### src/rtl/saph_fpu_cvtcmp.sv
`timescale 1ns/1ps
// FP32 compare/min/max/sign/convert unit: fixed LATENCY cycles from accept to q_trig, one request per cycle.
// No backpressure: d_ready is held high from the first edge after reset, and the pipeline never stalls.
module saph_fpu_cvtcmp #(
    parameter int LATENCY = 2,
    parameter int MODE_W  = 4
) (
    input  logic                   clk,
    input  logic                   rst,
    output logic [2**MODE_W-1:0]   has_modes,
    output logic                   d_ready,
    input  logic                   d_trig,
    input  logic [MODE_W-1:0]      d_mode,
    input  logic [31:0]            d_lhs,
    input  logic [31:0]            d_rhs,
    output logic                   q_trig,
    output logic [31:0]            q_res
);

    localparam int NRES = (LATENCY > 1) ? LATENCY - 1 : 1;
    localparam logic [31:0] FP_ONE = 32'h3F80_0000;
    localparam logic [31:0] QNAN   = 32'h7FC0_0000;

    if (LATENCY < 1 || LATENCY > 8) begin : g_bad_latency
        $error("saph_fpu_cvtcmp: LATENCY must be in 1..8");
    end

    for (genvar g = 0; g < 2**MODE_W; g++) begin : g_modes
        if (g >= 4 && g <= 12) begin : g_on
            assign has_modes[g] = 1'b1;
        end else begin : g_off
            assign has_modes[g] = 1'b0;
        end
    end

    function automatic logic is_nan(input logic [31:0] x);
        return (x[30:23] == 8'hFF) && (x[22:0] != 23'd0);
    endfunction

    // Magnitude with denormals flushed to zero.
    function automatic logic [30:0] fmag(input logic [31:0] x);
        return (x[30:23] == 8'd0) ? 31'd0 : x[30:0];
    endfunction

    // Ordered less-than on non-NaN inputs; zero_signed makes -0 < +0 for min/max.
    function automatic logic lt_num(input logic [31:0] a, input logic [31:0] b, input logic zero_signed);
        logic [30:0] ma;
        logic [30:0] mb;
        ma = fmag(a);
        mb = fmag(b);
        if (ma == 31'd0 && mb == 31'd0) return zero_signed && a[31] && !b[31];
        if (a[31] != b[31])             return a[31];
        if (!a[31])                     return ma < mb;
        return ma > mb;
    endfunction

    function automatic logic eq_num(input logic [31:0] a, input logic [31:0] b);
        return (fmag(a) == fmag(b)) && ((a[31] == b[31]) || (fmag(a) == 31'd0));
    endfunction

    function automatic logic [31:0] itof(input logic [31:0] x);
        logic [31:0] m;
        logic [31:0] sh;
        logic [30:0] body;
        logic        rnd;
        int          p;
        if (x == 32'd0) return 32'd0;
        m = x[31] ? -x : x;
        p = 0;
        for (int i = 0; i < 32; i++) begin
            if (m[i]) p = i;
        end
        sh   = m << (31 - p);
        rnd  = sh[7] && ((|sh[6:0]) || sh[8]);
        // A mantissa carry out of rounding bumps the exponent naturally.
        body = {8'(127 + p), sh[30:8]} + 31'(rnd);
        return {x[31], body};
    endfunction

    function automatic logic [31:0] ftoi(input logic [31:0] x);
        logic [31:0] sig;
        logic [31:0] m;
        int          e;
        e = int'(x[30:23]);
        if (is_nan(x)) return 32'd0;
        if (e < 127)   return 32'd0;
        if (e >= 158)  return x[31] ? 32'h8000_0000 : 32'h7FFF_FFFF;
        sig = {8'd0, 1'b1, x[22:0]};
        m   = (e - 127 >= 23) ? (sig << (e - 150)) : (sig >> (150 - e));
        return x[31] ? -m : m;
    endfunction

    function automatic logic [31:0] calc(input logic [MODE_W-1:0] mode,
                                         input logic [31:0] a, input logic [31:0] b);
        logic any_nan;
        any_nan = is_nan(a) || is_nan(b);
        case (int'(mode))
            4, 5: begin
                if (is_nan(a) && is_nan(b)) return QNAN;
                if (is_nan(a))              return b;
                if (is_nan(b))              return a;
                if (int'(mode) == 4)        return lt_num(b, a, 1'b1) ? b : a;
                return lt_num(a, b, 1'b1) ? b : a;
            end
            6:  return (!any_nan && lt_num(a, b, 1'b0)) ? FP_ONE : 32'd0;
            7:  return (!any_nan && (lt_num(a, b, 1'b0) || eq_num(a, b))) ? FP_ONE : 32'd0;
            8:  return (!any_nan && eq_num(a, b)) ? FP_ONE : 32'd0;
            9:  return itof(a);
            10: return ftoi(a);
            11: return {1'b0, a[30:0]};
            12: return {~a[31], a[30:0]};
            default: return 32'd0;
        endcase
    endfunction

    logic              accept;
    logic              c_vld;
    logic [MODE_W-1:0] c_mode;
    logic [31:0]       c_lhs;
    logic [31:0]       c_rhs;
    logic [31:0]       c_res;
    logic              p_vld [NRES];
    logic [31:0]       p_res [NRES];

    assign accept = d_trig && d_ready;

    always_ff @(posedge clk or posedge rst) begin
        if (rst) d_ready <= 1'b0;
        else     d_ready <= 1'b1;
    end

    if (LATENCY == 1) begin : g_direct
        assign c_vld  = accept;
        assign c_mode = d_mode;
        assign c_lhs  = d_lhs;
        assign c_rhs  = d_rhs;
    end else begin : g_stage
        always_ff @(posedge clk or posedge rst) begin
            if (rst) begin
                c_vld  <= 1'b0;
                c_mode <= '0;
                c_lhs  <= 32'd0;
                c_rhs  <= 32'd0;
            end else begin
                c_vld <= accept;
                if (accept) begin
                    c_mode <= d_mode;
                    c_lhs  <= d_lhs;
                    c_rhs  <= d_rhs;
                end
            end
        end
    end

    assign c_res = calc(c_mode, c_lhs, c_rhs);

    // Result registers only load on a valid so the final stage holds between pulses.
    always_ff @(posedge clk or posedge rst) begin
        if (rst) begin
            for (int i = 0; i < NRES; i++) begin
                p_vld[i] <= 1'b0;
                p_res[i] <= 32'd0;
            end
        end else begin
            p_vld[0] <= c_vld;
            if (c_vld) p_res[0] <= c_res;
            for (int i = 1; i < NRES; i++) begin
                p_vld[i] <= p_vld[i-1];
                if (p_vld[i-1]) p_res[i] <= p_res[i-1];
            end
        end
    end

    assign q_trig = p_vld[NRES-1];
    assign q_res  = p_res[NRES-1];

endmodule

### config.mk
export PLATFORM = sky130hd
export DESIGN_NAME = saph_fpu_cvtcmp
export DESIGN_NICKNAME = d
export VERILOG_FILES = /design/src/rtl/saph_fpu_cvtcmp.sv
export SDC_FILE = /design/constraint.sdc
export NUM_CORES = 1
export LEC_CHECK = 0
export ABC_AREA = 1
export BUFFER_PORTS_ARGS = -buffer_cell sky130_fd_sc_hd__buf_2
export CAP_MARGIN = 20
export CORE_MARGIN = 2
export CORE_UTILIZATION = 50
export DETAILED_ROUTE_END_ITERATION = 16
export PLACE_DENSITY = 0.68
export SETUP_SLACK_MARGIN = 0.05
export SYNTH_ARGS = -nofsm -noshare
export SYNTH_HDL_FRONTEND = slang
export SYNTH_SLANG_ARGS = --single-unit
### constraint.sdc
create_clock -name clk -period 8.7 [get_ports clk]
set_input_delay 0.87 -clock clk [delete_from_list [all_inputs] [get_ports clk]]
set_output_delay 0.87 -clock clk [all_outputs]
set_load 0.005 [all_outputs]
==> results.md <==
* Skew-Pair Late Insertion Delay at approximately 0.37 ns
* Unique masters post-synth at 62
* CORE AREA at 30,430 um2
* Multiplexer area fraction after synthesis at less than 1%
* Critical Path Sink: q_res[20]
* Hold buffers post-CTS at 0
* GRT Total Usage at 40.84%
* Synth Area in Compound Gates at a little under a quarter
* Post-Synth Simple-Gate Area at 43.08%
* Yosys Warn Count at 0
* Fin Setup TNS at 0 ns
* Final period util at 81.63%
* Overflow after GRT at 0
* Number of antenna violations at the first check in global routing at 0
* # IOs at between 100 and 150
* Total number of vias at slightly below 20,000
* Row count at 64
* Worst setup SP type: register
* RSZ-0062 raised after global routing: no
* Fin cells at just over 3,000
* Clock-pin slew reported for the worst setup and hold paths after clock tree synthesis at 0.09 ns
* CTS buffer count at 9
* Fill cell count at 3,300
* WL/cell at about 22 um
* Power Density at 234.1 nW/um2
* Slew Viols, Final at 0
* R2r startpoint: c_lhs[24]
* Dpl cells at roughly 3,100
* FF-to-FF setup slack at approximately 1.6 ns
* Postcts setup bufs at 0
* Synth Instances at 2,743
* Fmax at between 100 and 150 MHz
* Mapped Area at between 15,000 and 20,000 um2
* Die Y at approximately 180 um
* CTS tree: built
* Syn avg cell area at approximately 5.6 um2
* Outcome: finished, final reports clean
* Vias per cell at approximately 6.3
* #FFs+latches synth at 103
* Setup Viol. Count Final at 0
* CTS Sinks at slightly above 100
* Slew margin rel. at about a quarter
* Worst-Margin Slew at 1.118 ns
* Maxcap violations at 0
* Post-synth ARST share at 100.0%
* Seq/Total Area, Yosys at about 17%
* Worst-path fanout max at 34
* Most frequent CP cell: nand2_1
* Worst R2R End: q_res[20]
* Xor and xnor area share after synthesis at about 1.6%
* Global-route wire length before repair at ~100,000 um
* DR iter-0 viols at approximately 3,400
* Slowest stage delay, CP at 0.77 ns
* CTS Root Cell: clkbuf_16
* Worst clock skew at around 0.02 ns
* Fin. Hold Viols at 0
* Largest net degree at the start of global routing at 97
* Hold Crit Class: reg2reg
* Tmin final at between 7 and 8 ns
* Post-synth top flop: dfrtp_1
* Synth Area in Adders at 3.577%
* Number of synthesized flops with an enable pin at 0
* FF-to-FF path depth at 34
* CP Data Required Time at between 8 and 9 ns
* Ant diodes at 0
* DRT Pass-1 Iters at 9
* CP Class: reg2reg
* Number of global-route vias before repair at ~17,000
* Routed WL at between 60,000 and 70,000 um
* CP delay by family, top: simple AND/OR/NAND/NOR gates
* Worst VDD drop at between 0.0001 and 0.00015 V
* Die X at 179.5 um
* Worst path slowest cell: ha_1
* DRC Markers at 0
* CTS max path bufs at 2
* Layout cell share with drive strength beyond 1 at slightly below 10%
* P_leak at just under 8 nW
* Initial core utilization at between 50% and 60%
* Post-CTS sizing at 0
* Main combinational cell family by area after synthesis: simple AND/OR/NAND/NOR gates
* Htree depth at 3
* Critical path startpoint: c_lhs[24]
* IO Port Bufs at 104
* Hold path startpoint: q_res[11]
* RePlAce Congestion at roughly 1
* DP Wirelength at ~53,000 um
* CP endpoint kind: register
* Critical path depth in cells at 34
* Worst Path Buf+Inv at 8
* Area grow syn2layout at 4.536%
* Fin nets at around 2,800
* Die area at approximately 32,000 um2
* CP arrival at 7.36 ns
* Antenna-violating nets left at 0
==> tightest hold or removal path, delay by kind of cell, from the launching register on <==
kind	cells	cell delay, ns
and+or+nand+nor	2	0.11
DFF	1	0.35
==> cell usage after synthesis, types with 9 or more instances <==
cell type | number | area, um2
nor2_2 | 28 | 175.2
o21ai_0 | 324 | 1622
clkinv_1 | 15 | 56.30
nand3_2 | 12 | 120.1
inv_2 | 20 | 75.07
buf_2 | 26 | 130.1
xor2_1 | 22 | 192.7
nand3_1 | 271 | 1356
a21oi_1 | 178 | 890.9
nand4_1 | 38 | 237.7
clkbuf_1 | 101 | 379.1
inv_1 | 200 | 750.7
nor4_1 | 9 | 56.30
nor2_1 | 221 | 829.6
dfrtp_1 | 103 | 2577
ha_1 | 44 | 550.5
buf_4 | 30 | 225.2
o21ai_1 | 26 | 130.1
a31oi_1 | 15 | 93.84
buf_1 | 17 | 63.81
nand2_2 | 14 | 87.58
o22ai_1 | 16 | 100.1
nand2_1 | 834 | 3131
nor3_1 | 31 | 155.2
o211ai_1 | 34 | 255.2
==> power breakdown <==
part           internal, mW  switching [mW]
clock                 0.207           0.221
combinational         0.722            1.94
sequential            0.552           0.124
==> cell usage in the layout (no fill, tap or decap), types with 4 or more instances in the layout <==
cell,instances
nand3_1,271
o211ai_1,34
a211oi_1,4
buf_2,104
nor2_1,220
clkinv_1,15
or2_2,4
a31oi_1,15
o21ai_1,26
nand3_2,12
inv_2,20
o22ai_1,16
o31ai_1,7
a21oi_1,178
nand2_4,8
nor4_1,9
xor2_1,22
nor3_1,30
clkbuf_16,9
dfrtp_1,102
inv_1,198
a221oi_1,5
conb_1,17
nor2_2,29
nand3b_1,4
o21ai_0,324
o221ai_1,6
nand2_2,14
mux2i_1,8
o2111ai_1,6
nand4_1,38
nand2_1,834
o21a_1,8
ha_1,44
nor2_4,8
buf_4,25
==> final cells by class <==
type	count	area [um2]	area share, %
Clock buffer	9	225.2	1.400
Tap cell	396	495.5	3.080
Inverter	235	885.9	5.506
Timing Repair Buffer	129	708.2	4.402
Sequential cell	103	2579	16.03
Multi-Input combinational cell	2239	11110	69.05
Clock inverter	7	86.33	0.5366
==> state kept, by name, indices dropped and copies added (netlist names) <==
register  count
c_vld         1
c_lhs        32
q_trig        1
d_ready       1
c_rhs        32
c_mode        4
q_res        32
==> cells by family (layout without fill, tap and decap cells) <==
logic type	count (synthesis)	after routing
AND/OR/NAND/NOR	1500	1500
AO/OA/AOI/OAI	644	644
buffers and inverters	416	380
flip-flops	103	103
adder cells (fa/ha/maj)	44	44
XOR/XNOR	26	26
multiplexers	8	8
other	2	17
==> through the flow <==
stage                     hold WS, ns  util, %  setup WS [ns]  power, mW  area (um2)
after global routing           0.5199    52.87          1.132      4.033       16090
after global placement         0.4601    51.85          1.984      3.214       15780
after CTS                      0.4888    52.87          1.847      3.654       16090
after detailed placement       0.4685    51.85          1.877      3.227       15780
after floorplan                0.4177        -          3.417      2.501       15450
final                          0.4833    52.87          1.598      3.766       16090
==> metal layers <==
metal / global-route usage [%] / share of wire [%] / wire length, um / vias to the layer above
li1: - / - / - / 9063
met2: 59.42 / 41 / 28090 / 1386
met3: 9.603 / 12 / 8466 / 205
met4: 16.98 / 4.8 / 3284 / 0
met5: 0 / 0 / 0 / -
met1: 57.79 / 42 / 28680 / 8926
==> worst min-delay path by stage <==
stage | endpoint | slack (ns) | cells after the start
floorplan | q_trig | 0.42 | 0
global placement | q_res[25] | 0.46 | 2
detailed placement | q_res[23] | 0.47 | 2
CTS | q_res[23] | 0.49 | 2
global route | q_res[20] | 0.52 | 2
finish | q_res[11] | 0.48 | 2
No activity file was read; power rests on OpenSTA's default activity.
